$ cat src/rtl/wb_unit.sv
// Write-back stage feeding the register file write port: merges load returns and ALU results.
// Optional load timeout enabled by defining WB_LOAD_TIMEOUT_EN.
module wb_unit #(
  parameter int unsigned PW  = 3,
  parameter int unsigned TMO = 16
) (
  input  logic          clk,
  input  logic          reset,
  input  logic          alu_valid,
  input  logic [PW:0]   alu_dest,
  input  logic [7:0]    alu_result,
  input  logic          ld_req,
  input  logic [PW:0]   ld_dest,
  input  logic          mem_rvalid,
  input  logic [7:0]    mem_rdata,
  output logic          stall,
  output logic          busy,
  output logic          wr_en,
  output logic [PW:0]   wr_addr,
  output logic [7:0]    dat_in,
  output logic          fwd_valid,
  output logic [PW:0]   fwd_addr,
  output logic [7:0]    fwd_data,
  output logic          err
);

  // The timeout counter is 8 bits wide, so the abort point must fit in it.
  if (TMO < 2 || TMO > 256) begin : g_bad_tmo
    $error("wb_unit: TMO must be in 2..256");
  end

  typedef enum logic [0:0] {StIdle, StLoadWait} state_e;

  state_e      state_q, state_d;
  logic [PW:0] pend_q, pend_d;
  logic        hold_valid_q, hold_valid_d;
  logic [PW:0] hold_addr_q, hold_addr_d;
  logic [7:0]  hold_data_q, hold_data_d;
  logic        wr_en_q, wr_en_d;
  logic [PW:0] wr_addr_q, wr_addr_d;
  logic [7:0]  dat_q, dat_d;
  logic        err_q, err_d;
`ifdef WB_LOAD_TIMEOUT_EN
  logic [7:0]  cnt_q, cnt_d;
`endif

  logic in_wait, ld_ret, alu_acc, ld_acc;

  assign in_wait = (state_q == StLoadWait);
  assign ld_ret  = in_wait & mem_rvalid;

  // Last term: an ALU write to the pending load's register must not be overtaken by the load.
  assign stall = hold_valid_q
               | (in_wait & ld_req & ~mem_rvalid)
               | (in_wait & alu_valid & (alu_dest == pend_q) & ~mem_rvalid);

  assign alu_acc = alu_valid & ~stall;
  assign ld_acc  = ld_req & ~stall;

  always_comb begin
    state_d      = state_q;
    pend_d       = pend_q;
    hold_valid_d = hold_valid_q;
    hold_addr_d  = hold_addr_q;
    hold_data_d  = hold_data_q;
    wr_en_d      = 1'b0;
    wr_addr_d    = wr_addr_q;
    dat_d        = dat_q;
    err_d        = err_q;
`ifdef WB_LOAD_TIMEOUT_EN
    cnt_d        = cnt_q;
`endif

    // Write selection: load return, then hold buffer, then ALU.
    if (ld_ret) begin
      wr_en_d   = 1'b1;
      wr_addr_d = pend_q;
      dat_d     = mem_rdata;
      if (alu_acc) begin
        hold_valid_d = 1'b1;
        hold_addr_d  = alu_dest;
        hold_data_d  = alu_result;
      end
    end else if (hold_valid_q) begin
      wr_en_d      = 1'b1;
      wr_addr_d    = hold_addr_q;
      dat_d        = hold_data_q;
      hold_valid_d = 1'b0;
    end else if (alu_acc) begin
      wr_en_d   = 1'b1;
      wr_addr_d = alu_dest;
      dat_d     = alu_result;
    end

    case (state_q)
      StIdle: begin
        if (mem_rvalid) err_d = 1'b1;
        if (ld_acc) begin
          state_d = StLoadWait;
          pend_d  = ld_dest;
`ifdef WB_LOAD_TIMEOUT_EN
          cnt_d   = 8'd0;
`endif
        end
      end
      StLoadWait: begin
        if (mem_rvalid) begin
          if (ld_acc) begin
            pend_d = ld_dest;
`ifdef WB_LOAD_TIMEOUT_EN
            cnt_d  = 8'd0;
`endif
          end else begin
            state_d = StIdle;
          end
        end
`ifdef WB_LOAD_TIMEOUT_EN
        else if (cnt_q == 8'(TMO - 1)) begin
          state_d = StIdle;
          err_d   = 1'b1;
        end else begin
          cnt_d = cnt_q + 8'd1;
        end
`endif
      end
      default: state_d = StIdle;
    endcase
  end

  always_ff @(posedge clk or posedge reset) begin
    if (reset) begin
      state_q      <= StIdle;
      pend_q       <= '0;
      hold_valid_q <= 1'b0;
      hold_addr_q  <= '0;
      hold_data_q  <= '0;
      wr_en_q      <= 1'b0;
      wr_addr_q    <= '0;
      dat_q        <= '0;
      err_q        <= 1'b0;
`ifdef WB_LOAD_TIMEOUT_EN
      cnt_q        <= '0;
`endif
    end else begin
      state_q      <= state_d;
      pend_q       <= pend_d;
      hold_valid_q <= hold_valid_d;
      hold_addr_q  <= hold_addr_d;
      hold_data_q  <= hold_data_d;
      wr_en_q      <= wr_en_d;
      wr_addr_q    <= wr_addr_d;
      dat_q        <= dat_d;
      err_q        <= err_d;
`ifdef WB_LOAD_TIMEOUT_EN
      cnt_q        <= cnt_d;
`endif
    end
  end

  assign busy      = in_wait;
  assign wr_en     = wr_en_q;
  assign wr_addr   = wr_addr_q;
  assign dat_in    = dat_q;
  assign fwd_valid = wr_en_q;
  assign fwd_addr  = wr_addr_q;
  assign fwd_data  = dat_q;
  assign err       = err_q;

endmodule
$ cat config.mk
export PLATFORM = sky130hd
export DESIGN_NAME = wb_unit
export DESIGN_NICKNAME = d
export VERILOG_FILES = /design/src/rtl/wb_unit.sv
export SDC_FILE = /design/constraint.sdc
export NUM_CORES = 1
export LEC_CHECK = 0
export CORE_MARGIN = 2
export CORE_UTILIZATION = 49
export CTS_CLUSTER_SIZE = 14
export DETAILED_ROUTE_END_ITERATION = 10
export PLACE_DENSITY_LB_ADDON = 0.1
export SLEW_MARGIN = 30
export SYNTH_ARGS = -nofsm -noshare
export SYNTH_HDL_FRONTEND = slang
export SYNTH_SLANG_ARGS = --single-unit
$ cat constraint.sdc
create_clock -name clk -period 4.4 [get_ports clk]
set_input_delay 0.66 -clock clk [delete_from_list [all_inputs] [get_ports clk]]
set_output_delay 0.66 -clock clk [all_outputs]
set_load 0.005 [all_outputs]
==> results of run 1 <==
-- per-stage QoR --
step	util (%)	hold WS, ns	instances	area, um^2
3_5_place_dp	65.5	0.472	236	2200
5_1_grt	68.8	0.510	244	2310
4_1_cts	68.3	0.496	244	2300
2_1_floorplan	-	0.451	156	1720
3_3_place_gp	65.5	0.439	236	2200
6_report	68.8	0.491	244	2310
-- worst register-to-register path: cells and delay by family (launching register included) --
| family | cells | cell delay [ns] |
|---|---|---|
| mux | 1 | 0.50 |
| simple gates | 2 | 1.02 |
| flops | 1 | 0.42 |
-- metal layers --
layer | wire, um | part of all wire, % | track usage, % | vias to the layer above
li1 | - | - | - | 638
met1 | 1620 | 41 | 26.8 | 672
met2 | 1940 | 49 | 36.3 | 60
met3 | 342 | 8.7 | 7.14 | 5
met4 | 52 | 1.3 | 7.34 | 0
met5 | 0 | 0 | 0 | -
-- where the power goes --
group	internal [uW]	leakage, uW	switching, uW	total (uW)
clock	151	0.0000515	103	253
sequential	369	0.000375	63.8	433
combinational	196	0.000494	126	322
total	715	0.000920	293	1010
-- registers in the layout, indices dropped and copies added, names as in the netlist --
register      flops
dat_in            8
fwd_addr          4
err               1
pend_q            4
fwd_valid         1
hold_data_q       8
busy              1
hold_addr_q       4
hold_valid_q      1
-- area by class of cell --
class	count	area (um^2)	share of cell area, %
inverters	2	7.51	0.324
clock inverters	1	30.0	1.30
multi-input cells	98	774	33.5
clock buffers	7	65.1	2.81
repair buffers	58	578	25.0
flip-flops and latches	32	801	34.6
well taps	46	57.6	2.49
-- synth_stat cells (all sizes together) --
library cell	count	share of area, %
clkbuf	4	0.87
o41ai	1	0.95
a21o	2	0.87
nand3b	1	0.44
buf	20	8.0
nand2b	1	0.36
o21bai	2	0.87
xor2	4	2.0
and2	1	0.36
o31ai	12	7.9
nor2	2	0.44
nand2	14	3.1
nor2b	13	4.7
a21oi	2	0.58
o21ai	12	3.5
dfrtp	32	47
a221oi	12	6.1
nor4	1	0.36
mux2	16	10
inv	2	0.44
o41a	1	0.65
and3b	1	0.51
-- final timing paths --
check | start | to | slack [ns] | cells past startpoint
max in group asynchronous | reset | hold_addr_q[2] | 3.42 | 3
setup / recovery | alu_dest[1] | stall | 1.27 | 6
hold reg to reg | err | err | 0.49 | 1
hold / removal | err | err | 0.49 | 1
min in group asynchronous | reset | fwd_addr[3] | 0.68 | 3
setup reg to reg | busy | hold_addr_q[2] | 2.34 | 3
-- cells by family (layout without fill, tap and decap cells) --
| group | after synthesis | in the layout | synth area share, % |
|---|---|---|---|
| simple gates | 34 | 34 | 10.3 |
| buf+inv | 26 | 68 | 9.31 |
| compound gates | 44 | 44 | 21.4 |
| xor+xnor | 4 | 4 | 2.04 |
| flops | 32 | 32 | 46.5 |
| mux | 16 | 16 | 10.5 |
==> results.txt, run 1 <==
- The flow ran to the end, and the final reports show no timing, DRC or antenna violations.
- Power spread over the standard cell area amounts to 436 nW/um^2.
- The tool flagged a number of max-cap violations equal to 0.
- In this run the remaining antenna-violating nets after routing total 0.
* Number of hold violations in the final report: 0
- Post-synthesis area per instance: 11.0 um^2
- Effective utilization at floorplan: 51.2%
- After synthesis the netlist holds a flip-flop and latch count of 32.
- Clock Sinks: 32
- At the pin with the least slew margin, the transition time is 0.873 ns.
- TritonCTS built the clock tree.
- For the worst setup path, the data required time is 3.74 ns.
* Count of routing violations after the opening detailed-route iteration: 50
- Total congestion overflow after global routing: 0
* Total standard cell area after synthesis: 1720 um^2
- The number of global-route vias before repair was 1409.
* Std-Cell Core Area: 3360 um^2
* Final Slew Violations: 0
* Wire length per cell: 16.2 um
* Vert. Die Dim: 63.3 um
* DRC: 0
* Layout cells sized above 1: 10.1%
- For this block, the routed nets add up to 3950 um of wire.
- Type of element capturing the critical path: primary output
* Post-layout min period: 3.13 ns
- First-pass iteration count of the detailed router: 4
- Startpoint kind of the worst setup timing path: primary input
- Kind of cell adding the most delay to the critical path: buffers and inverters
- STA puts the critical path data arrival time at 2.47 ns.
- The top cell types in the final layout, fill and taps aside, are 57 x sky130_fd_sc_hd__clkdlybuf4s50_1, 32 x sky130_fd_sc_hd__dfrtp_1, 16 x sky130_fd_sc_hd__mux2_1.
- Peak VDD IR: 0.241 mV
- Number of buffers inserted during clock tree synthesis: 5
* H-tree levels: 2
- The largest single stage delay on the critical path is 0.51 ns.
- Final number of setup-violating endpoints: 0
- In this run the count of I/O pins placed on the die edge is 58.
* Aggregate global-route resource usage: 21.8%
* Summed negative setup slack over all endpoints: 0 ns
- Among the stages of the critical path, the cell type that occurs most often is sky130_fd_sc_hd__clkdlybuf4s50_1.
- Leak Pwr: 0.000920 uW
* Area overhead of the layout relative to synthesis: 34.5%
- Dividing the final minimum period by the clock period gives 71.2%.
- Headroom to the max-slew limit came out at 41.8%.
- The critical path contains buffers and inverters numbering 2 combined.
- Synthesis produced a netlist with a net count of 185.
- Classification of the worst-slack hold path: reg -> reg
- Largest net degree at the start of global routing: 33
* Crit path max fanout: 3
* Number of buffers inserted by hold repair at cts: 0
- The die covers 4000 um^2.
* Routability congestion estimate from global placement: 0.934
* FP Rows: 21
- After synthesis, the netlist uses 26 different library cells.
* Most frequent standard cell in the layout excluding fill and tap cells: sky130_fd_sc_hd__clkdlybuf4s50_1
- Number of buffers between clock root and the deepest sink: 2
- Insertion delay to the later sink of the worst-skew pair: 0.35 ns
* Via count of the routed design: 1375
- Critical path, cell by cell: clkdlybuf4s50_1 -> xor2_1 -> nor4_1 -> a21oi_1 -> o21bai_1 -> clkdlybuf4s50_1
* Final net count: 226
* Number of diodes added for antenna fixing: 0
- F_max: 0.319 GHz
- Register clock-pin slew on the reported worst setup and hold paths: 0.10 ns
- The wire-length estimate of the detail-placed layout is 2860 um.
* Initial antenna violation count: 0
* Unrepaired setup endpoints after global routing: no
- PortBufs: 57
* Master of the slowest instance on the critical path: sky130_fd_sc_hd__clkdlybuf4s50_1
- Measured along the x axis, the die boundary spans 63.3 um.
* Global-route wire length before repair: 6690 um
- Clock skew: 0.0123 ns
* Synthesized instance count: 156
- The tree is rooted in a sky130_fd_sc_hd__clkbuf_4.
* Final worst setup slack: 1.27 ns
- After filler insertion, the fill cell instance count of the layout stands at 292.
* Worst Setup Slack post-DPL: 1.30 ns
- The setup path with the least slack is of type in -> out.
* Overall power: 1010 uW
- In the routed layout, each cell is associated on average with a via count of 5.64.
- Count of synthesis-stage warnings from yosys: 0
* Post-CTS setup-driven buffer insertion count: 0
- Post-CTS repair changed the size of 0 cells.
- Proportion of synthesized chip area in sequential cells: 46.5%
(Power assumes the default switching activity.)
==> inputs of run 2 (changes only) <==
--- a/config.mk
+++ b/config.mk
@@ -6,7 +6,7 @@
 export NUM_CORES = 1
 export LEC_CHECK = 0
 export CORE_MARGIN = 2
-export CORE_UTILIZATION = 49
+export CORE_UTILIZATION = 45
 export CTS_CLUSTER_SIZE = 14
 export DETAILED_ROUTE_END_ITERATION = 10
 export PLACE_DENSITY_LB_ADDON = 0.1
==> constraint.sdc (replaced) <==
create_clock -name clk -period 3.24 [get_ports clk]
set_input_delay 0.486 -clock clk [delete_from_list [all_inputs] [get_ports clk]]
set_output_delay 0.486 -clock clk [all_outputs]
set_load 0.005 [all_outputs]
==> run 2 against run 1 <==
  * Sequential share of layout area increased by 0.19 points
  * Non-clock buffer count rose by 2
  * Hold slack got worse by 0.015 ns
  * First-iteration DRC count is 46% higher
  * Clock skew shrank 0.0091 ns
  * Utilization shrank 5.9 points
  * Critical path depth did not move
  * Register-to-register slack worse by 1.1 ns
==> results.txt, run 2 (synthesis results as in run 1) <==
* Result of the run: completed (unchanged)
- Count of routing violations after the opening detailed-route iteration: 73 (was 50)
* GR met1 Demand/Resource: 28.7% (was 26.8%)
- Final net count: 228 (was 226)
- Number of diodes added for antenna fixing: 0 (unchanged)
* Summed negative setup slack over all endpoints: 0 ns (unchanged)
* Number of buffers inserted during clock tree synthesis: 5 (unchanged)
- The number of buffer and inverter instances along the worst setup path was 2 (unchanged).
- The global-route total usage across every layer was 19.9% (was 21.8%).
- The post-synthesis to final-layout area growth is 33.7% (was 34.5%).
- The total congestion overflow came to 0 (unchanged).
* Peak VDD IR: 0.294 mV (was 0.241 mV)
- Max stage delay on crit path: 0.52 ns (was 0.51 ns)
* PortBufs: 57 (unchanged)
- The final wirelength was 3820 um (was 3950 um).
- The worst max-slew margin expressed relative to the limit came to 42.5% (was 41.8%).
- The routing usage on met2 came to 29.3% (was 36.3%).
- DRC: 0 (unchanged)
- The number of search-and-repair iterations in the first detailed-routing pass came to 4 (unchanged).
- Most frequent standard cell in the layout excluding fill and tap cells: sky130_fd_sc_hd__clkdlybuf4s50_1 (unchanged)
- The max-slew violation count is 0 (unchanged).
* Die X-Extent: 65.8 um (was 63.3 um)
- Global Route met3 Usage: 5.28% (was 7.14%)
* Fraction of the cycle the final worst path needs: 85.5%
- Effective utilization at floorplan: 47.0% (was 51.2%)
- Layout cells sized above 1: 9.14% (was 10.1%)
- The layer carrying the most global-route usage is met2 (unchanged).
- Kind of cell adding the most delay to the critical path: buffers and inverters (unchanged)
- After layout, the minimum clock period comes to 2.77 ns.
- The max-cap check violation count came to 0 (unchanged).
* Insertion delay to the later sink of the worst-skew pair: 0.28 ns (was 0.35 ns)
* Classification of the worst-slack hold path: reg -> reg (unchanged)
- Crit path max fanout: 3 (unchanged)
- The data required time at the worst endpoint is 2.75 ns (was 3.74 ns).
* Setup Crit Path Kind: in -> out (unchanged)
- The die area came to 4330 um^2 (was 4000 um^2).
- Post-cts gate resize count: 0 (unchanged)
* CP most frequent cell: sky130_fd_sc_hd__clkdlybuf4s50_1 (unchanged)
- Initial antenna violation count: 0 (unchanged)
* Transition at the pin with the smallest max-transition slack: 0.863 ns (was 0.873 ns)
* Largest net degree at the start of global routing: 33 (unchanged)
- The endpoint kind of the worst setup timing path was a primary output (unchanged).
* H-tree levels: 2 (unchanged)
- Clock Tree Root: sky130_fd_sc_hd__clkbuf_8 (was sky130_fd_sc_hd__clkbuf_4)
* Vias in the first global route: 1253 (was 1409)
- Global-route wire length before repair: 6320 um (was 6690 um)
- The number of failing setup endpoints in the final timing report came to 0 (unchanged).
- Crit path arrival time: 2.28 ns (was 2.47 ns)
- Routability congestion estimate from global placement: 0.924 (was 0.934)
- The via count normalized by instance count came to 5.32 (was 5.64).
- Leak Pwr: 0.000914 uW (was 0.000920 uW)
* Number of I/O pins: 58 (unchanged)
- Number of hold violations in the final report: 0 (unchanged)
* Wire length per cell: 15.6 um (was 16.2 um)
- Master of the slowest instance on the critical path: sky130_fd_sc_hd__clkdlybuf4s50_1 (unchanged)
- The area of the core came to 3660 um^2 (was 3360 um^2).
- Critical path, cell by cell: clkdlybuf4s50_1 -> xor2_1 -> nor4_1 -> a21oi_1 -> o21bai_1 -> clkdlybuf4s50_1 (unchanged).
- The maximum clock path buffer count came to 2 (unchanged).
- The via count came to 1304 (was 1375).
- The row count came to 22 (was 21).
- F_max: 0.361 GHz
* Leading cell types in the layout, fill and taps excluded: 57 x sky130_fd_sc_hd__clkdlybuf4s50_1, 32 x sky130_fd_sc_hd__dfrtp_1, 16 x sky130_fd_sc_hd__mux2_1 (unchanged)
- Antenna Violating Nets Remaining: 0 (unchanged)
- The clock tree from TritonCTS was done (unchanged).
- Cell Pwr Density: 564 nW/um^2 (was 436 nW/um^2)
- Unrepaired setup endpoints after global routing: no (unchanged).
- The worst setup skew after layout was 0.00320 ns (was 0.0123 ns).
- Final Non-Filler Cells: 245 (was 244)
* Clock Sinks: 32 (unchanged)
- Post-CTS setup-driven buffer insertion count: 0 (unchanged)
* Vert. Die Dim: 65.8 um (was 63.3 um)
* Post-DP HPWL: 2780 um (was 2860 um)
- The kind of start point of the critical path is a primary input (unchanged).
- Number of buffers inserted by hold repair at cts: 0 (unchanged)
- The clock-pin slew of the registers on the worst-case setup and hold paths came to 0.06 ns (was 0.10 ns).
- The cell count after placement was 240 (was 236).
run 2: cell count changes in the layout (fill, tap and decap cells not counted), sizes merged:
cell / delta
buf: +2
bufinv: -1
clkbuf: -2
run 2: routing by layer:
metal | up-vias | part of all wire, %
met5 | - | 0
met3 | 6 | 5.1
met1 | 628 | 49
met4 | 0 | 1.4
met2 | 38 | 45
li1 | 632 | -
run 2: cell type report:
type / instances / area (um^2)
timing repair buffer: 60 / 593
sequential: 32 / 801
fill: 305 / 1360
inverter: 2 / 7.51
multi-input combinational: 98 / 771
tap: 48 / 60.1
clock buffer: 5 / 68.8
run 2: through the flow:
| stage | setup WS, ns | utilization, % | total power [uW] | instance area, um^2 | hold WS, ns |
|---|---|---|---|---|---|
| 6_report | 0.469 | 62.9 | 1300 | 2300 | 0.477 |
| 5_1_grt | 0.374 | 62.9 | 1390 | 2300 | 0.491 |
| 4_1_cts | 0.485 | 62.5 | 1300 | 2290 | 0.476 |
| 3_5_place_dp | 0.496 | 60.7 | 1030 | 2220 | 0.463 |
| 3_3_place_gp | 0.526 | 60.7 | 1020 | 2220 | 0.439 |
| 2_1_floorplan | 1.55 | - | 831 | 1720 | 0.451 |
run 2: worst reg2reg max path: stages, from the launching register on:
cell	delay [ns]
sky130_fd_sc_hd__dfrtp_1	0.70
sky130_fd_sc_hd__nand3b_1	0.69
sky130_fd_sc_hd__mux2_1	0.50
run 2: worst paths after layout:
kind | to | slack, ns | cells past startpoint | start
worst max-delay path | stall | 0.47 | 6 | alu_dest[1]
worst min-delay path | err | 0.48 | 1 | err
worst max register to register | hold_data_q[0] | 1.23 | 2 | hold_valid_q
worst min register to register | err | 0.48 | 1 | err
max in group asynchronous | hold_data_q[2] | 2.35 | 3 | reset
min in group asynchronous | dat_in[6] | 0.59 | 3 | reset
run 2: power breakdown:
| part | internal [uW] | switching, uW |
|---|---|---|
| Combinational | 269 | 169 |
| Sequential | 502 | 86.7 |
| Clock | 138 | 132 |
| Total | 909 | 388 |
==> RTL change 1: new RTL, settings of run 2 <==
Add a define of `WB_LOAD_TIMEOUT_EN`.
--- a/src/rtl/wb_unit.sv
+++ b/src/rtl/wb_unit.sv
@@ -1,5 +1,7 @@
 // Write-back stage feeding the register file write port: merges load returns and ALU results.
 // Optional load timeout enabled by defining WB_LOAD_TIMEOUT_EN.
+`define WB_LOAD_TIMEOUT_EN
+
 module wb_unit #(
   parameter int unsigned PW  = 3,
   parameter int unsigned TMO = 16
Check against the original RTL: same outputs for any inputs over 10 cycles, from zero or initial values and one cycle with reset high; that may be too few to reach the edited logic, so the function may still have changed.
==> RTL change 1 against run 2 <==
Worst setup slack gained 0.010 ns. Synthesized area grew 25%. Sequential cell count grew 8. First-iteration DRC count grew 120%. Register-to-register slack lost 0.19 ns. Routed wire length grew 27%. Final area grew 19%. Final cell count grew 28%. Highest routed layer unchanged. Power grew 16%.
==> RTL change 1: results (changes against run 2) <==
P_sw 439.6 uW (+13%); final setup skew 0.005482 ns (+0.002282 ns); first-pass GRT wire length 7948 um (+26%); critical path fanouts, max 3 (unchanged); first drt pass iteration count 4 (unchanged); met3 WL 218 um (+12%); routing usage on met3 0.04252 (-0.01029); Synth Area in Adders 0.005797 (+0.005797); met2 Resource Use GR 0.2683 (-0.02466); commonest cells in the netlist 40 x dfrtp_1, 36 x nand2_1, 13 x buf_4, 13 x nor2b_1; max_slew headroom 0.3077 (-0.1168); nets 289 (+27%); library cells used by synthesis 38 (+46%); status finished clean; FILL cells 422 (+38%); layout cell share with drive strength beyond 1 0.09615 (+0.004783); WL/cell 15.43 um (-1.1%); crit-path max cell delay 0.51 ns; WL met2 2111 um (+24%); Comb power 460 uW (+5.0%); r2r setup slk 1.04 ns (-0.19 ns); RePlAce Congestion 0.8306 (-10%); post-synthesis mux area share 0.07188 (-0.03284); Tot GR Track Use 0.1936 (-0.005858); register area share after synthesis 0.4638 (-0.001686); largest net degree at the start of global routing 41 (+24%); compound-cell area share of the yosys netlist 0.1843 (-0.02947); critical path's slowest cell clkdlybuf4s50_1; peak supply drop 0.2628 mV (-11%); Vias 1717 (+32%); Starting DRT DRC Count 162 (+120%); vias in the first global route 1553 (+24%); Synth area leaders dfrtp_1 46%, nand2_1 6.3%, mux2_2 6.3%, a221oi_1 4.9%, buf_4 4.5%; Final HPWL DP 3366 um (+21%); Synth Area in XOR/XNOR 0.02029 (-0.00007378); leak pwr 1.126 nW (+23%); post-place instance area 2655 sq um (+20%); Flop+latch power 705 uW (+20%); count of input and output buffers 57 (unchanged); area share of the largest cell type after synthesis 0.4638 (-0.001686); M1 WL 2444 um (+31%); post-synth net total 249 (+35%); met1 Usage GRT 0.3010 (+0.01415); Reg clk slew, reported paths 0.08 ns (+0.02 ns)
RTL change 1: changes by cell type in the layout (fill, tap and decap cells not counted), moves of 3 or more:
cell     before  now
nor4_1        1    5
nand2_1      14   36
inv_1         2    5
mux2_1       16    0
o21ai_0       0    6
dfrtp_1      32   40
mux2_2        0   12
o31ai_1       3   12
o31ai_2       9    0
nor2_1        2    5
RTL change 1: logic make-up (layout without fill, tap and decap cells):
logic type	Yosys count	in the layout
adders and majority gates	1	1
muxes	14	14
and+or+nand+nor	72	72
buffers and inverters	33	74
xor gates and xnor gates	5	5
DFF	40	40
AOI/OAI and AO/OA	54	54
RTL change 1: through the flow:
stage	hold WS [ns]	cells	util	worst slack, ns	total power [mW]
finish	0.4870	314	0.5890	0.4794	1.501
global placement	0.4580	306	0.5697	0.4439	1.167
global route	0.5271	314	0.5890	0.3574	1.600
CTS	0.4898	314	0.5890	0.4704	1.520
floorplan	0.4636	219	-	1.545	0.9691
detailed placement	0.4705	306	0.5697	0.4845	1.176
RTL change 1: worst min-delay path: cells and delay by family, from the launching register on:
family | cells | cell delay, ns
simple gates | 1 | 0.06
flops | 1 | 0.36
compound gates | 1 | 0.04
RTL change 1: area by class of cell:
cell class | instances | area (sq um) | area share
Sequential cell | 40 | 1001 | 0.3646
Multi-Input combinational cell | 146 | 967.2 | 0.3523
Timing Repair Buffer | 61 | 600.6 | 0.2188
Clock buffer | 8 | 90.09 | 0.03282
Tap cell | 54 | 67.56 | 0.02461
Inverter | 5 | 18.77 | 0.006837
RTL change 1: worst paths after layout:
kind / from / endpoint / cells after the start
hold reg to reg: err / err / 2
max in group asynchronous: reset / hold_data_q[4] / 3
hold / removal: err / err / 2
min in group asynchronous: reset / busy / 3
setup / recovery: alu_dest[1] / stall / 6
setup reg to reg: hold_valid_q / dat_in[4] / 3
==> RTL change 2: new RTL, config.mk and constraints of run 2 <==
Made on the original files. Make the reset (`reset`) synchronous in one clocked block.
--- a/src/rtl/wb_unit.sv
+++ b/src/rtl/wb_unit.sv
@@ -127,7 +127,7 @@
     endcase
   end
 
-  always_ff @(posedge clk or posedge reset) begin
+  always_ff @(posedge clk) begin
     if (reset) begin
       state_q      <= StIdle;
       pend_q       <= '0;
Formal check against the unedited RTL: differs if reset is asserted again (counterexample within 4 cycles, from zero or initial values and one cycle with reset high); with reset held inactive, the same outputs for 10 cycles.
==> RTL change 2 against run 2 <==
Sequential cell count unchanged. Critical path depth unchanged. Worst setup slack got worse by 0.0096 ns. Final area increased by 2.3%. Power decreased by 23%. Synthesized area increased by 1.4%. Routed wire length increased by 11%. First-iteration DRC count increased by 47%. Largest power group unchanged. Highest routed layer unchanged.
==> RTL change 2: results (changes against run 2) <==
status finished clean; hold path depth 2 (+1); RR Startpoint pend_q[0]; r2r setup slk 1.45 ns (+0.22 ns); Starting DRT DRC Count 107 (+47%); peak supply drop 0.3109 mV (+5.8%); Synth area leaders dfxtp_1 37%, a221oi_2 8.6%, nand2_1 8.0%, o31ai_2 7.9%, buf_4 5.6%; register area share after synthesis 0.3673 (-0.09817); Hold Crit Endpoint hold_addr_q[3]; hold_ws 0.4592 ns (-0.01757 ns); ys async rst share 0 (-1.000); compound-cell area share of the yosys netlist 0.2590 (+0.04515); register area 640.6 sq um (-20%); RR Endpoint fwd_addr[2]; first-pass GRT wire length 6996 um (+11%); Non-clock buffers, area share 0.2648 (+0.007004); final setup skew 0.005631 ns (+0.002430 ns); reg2reg path depth 5 (+3); post-synth net total 219 (+18%); HP Start hold_addr_q[3]; top_reg_cell synth dfxtp_1; leak pwr 0.8624 nW (-5.6%); placed cells 274 (+14%); WL/cell 15.00 um (-3.8%); layout cell share with drive strength beyond 1 0.2000 (+0.1086); number of clock buffers in the layout 6 (+1); post-synthesis mux area share 0.02296 (-0.08177); Synth Area in XOR/XNOR 0.02009 (-0.0002776); max_slew headroom 0.4720 (+0.04744); FILL cells 342 (+12%); multi-input gates 129 (+32%); nets 263 (+15%); nonclk buf count 64 (+6.7%); Tot GR Track Use 0.2158 (+0.01637); sequential share of cell area 0.2722 (-0.07582); DR vias/cell 5.382 (+1.1%); setup repair bufs after CTS 0 (unchanged); RePlAce Congestion 0.8049 (-13%); commonest cells in the netlist 37 x nand2_1, 32 x dfxtp_1, 17 x a21oi_1; clk tree area frac 0.03934 (+0.009433); cell count after synthesis 190 (+22%)
## RTL change 2: cell count changes after synthesis, sizes merged, moves of 2 or more
| cell | run 2 | this run |
|---|---|---|
| clkbuf | 4 | 9 |
| nor3 | 0 | 13 |
| o21ai | 12 | 0 |
| mux2 | 16 | 0 |
| a21oi | 2 | 17 |
| dfxtp | 0 | 32 |
| mux2i | 0 | 4 |
| buf | 20 | 18 |
| dfrtp | 32 | 0 |
| nor2 | 2 | 7 |
| nand2 | 14 | 37 |
## RTL change 2: where the power goes
group          switching, mW  internal (mW)  leakage [nW]  total (mW)
clock                  0.145          0.169        0.0510       0.314
sequential            0.0219          0.420         0.263       0.442
combinational          0.105          0.142         0.548       0.248
total                  0.272          0.731         0.862        1.00
## RTL change 2: how the worst max path moves through the flow
stage	slack, ns	from	end
2_1_floorplan	1.56	alu_dest[1]	dat_in[3]
3_3_place_gp	0.48	alu_dest[1]	stall
3_5_place_dp	0.46	alu_dest[1]	stall
4_1_cts	0.45	alu_dest[1]	stall
5_1_grt	0.38	alu_dest[1]	stall
6_report	0.46	alu_dest[1]	stall
## RTL change 2: critical path: stages
cell	delay, ns
clkdlybuf4s50_1	0.45
xor2_1	0.22
nor4_1	0.36
a21oi_1	0.12
o21bai_1	0.14
clkdlybuf4s50_1	0.52
## RTL change 2: layer usage
layer  wire (um)  track usage  vias up  part of all wire
li1            -            -      743                 -
met1        1654       0.2339      719              0.39
met2        2272       0.3988       55              0.54
met3         264      0.05622        6             0.062
met4          55      0.07653        0             0.013
met5           0            0        -                 0
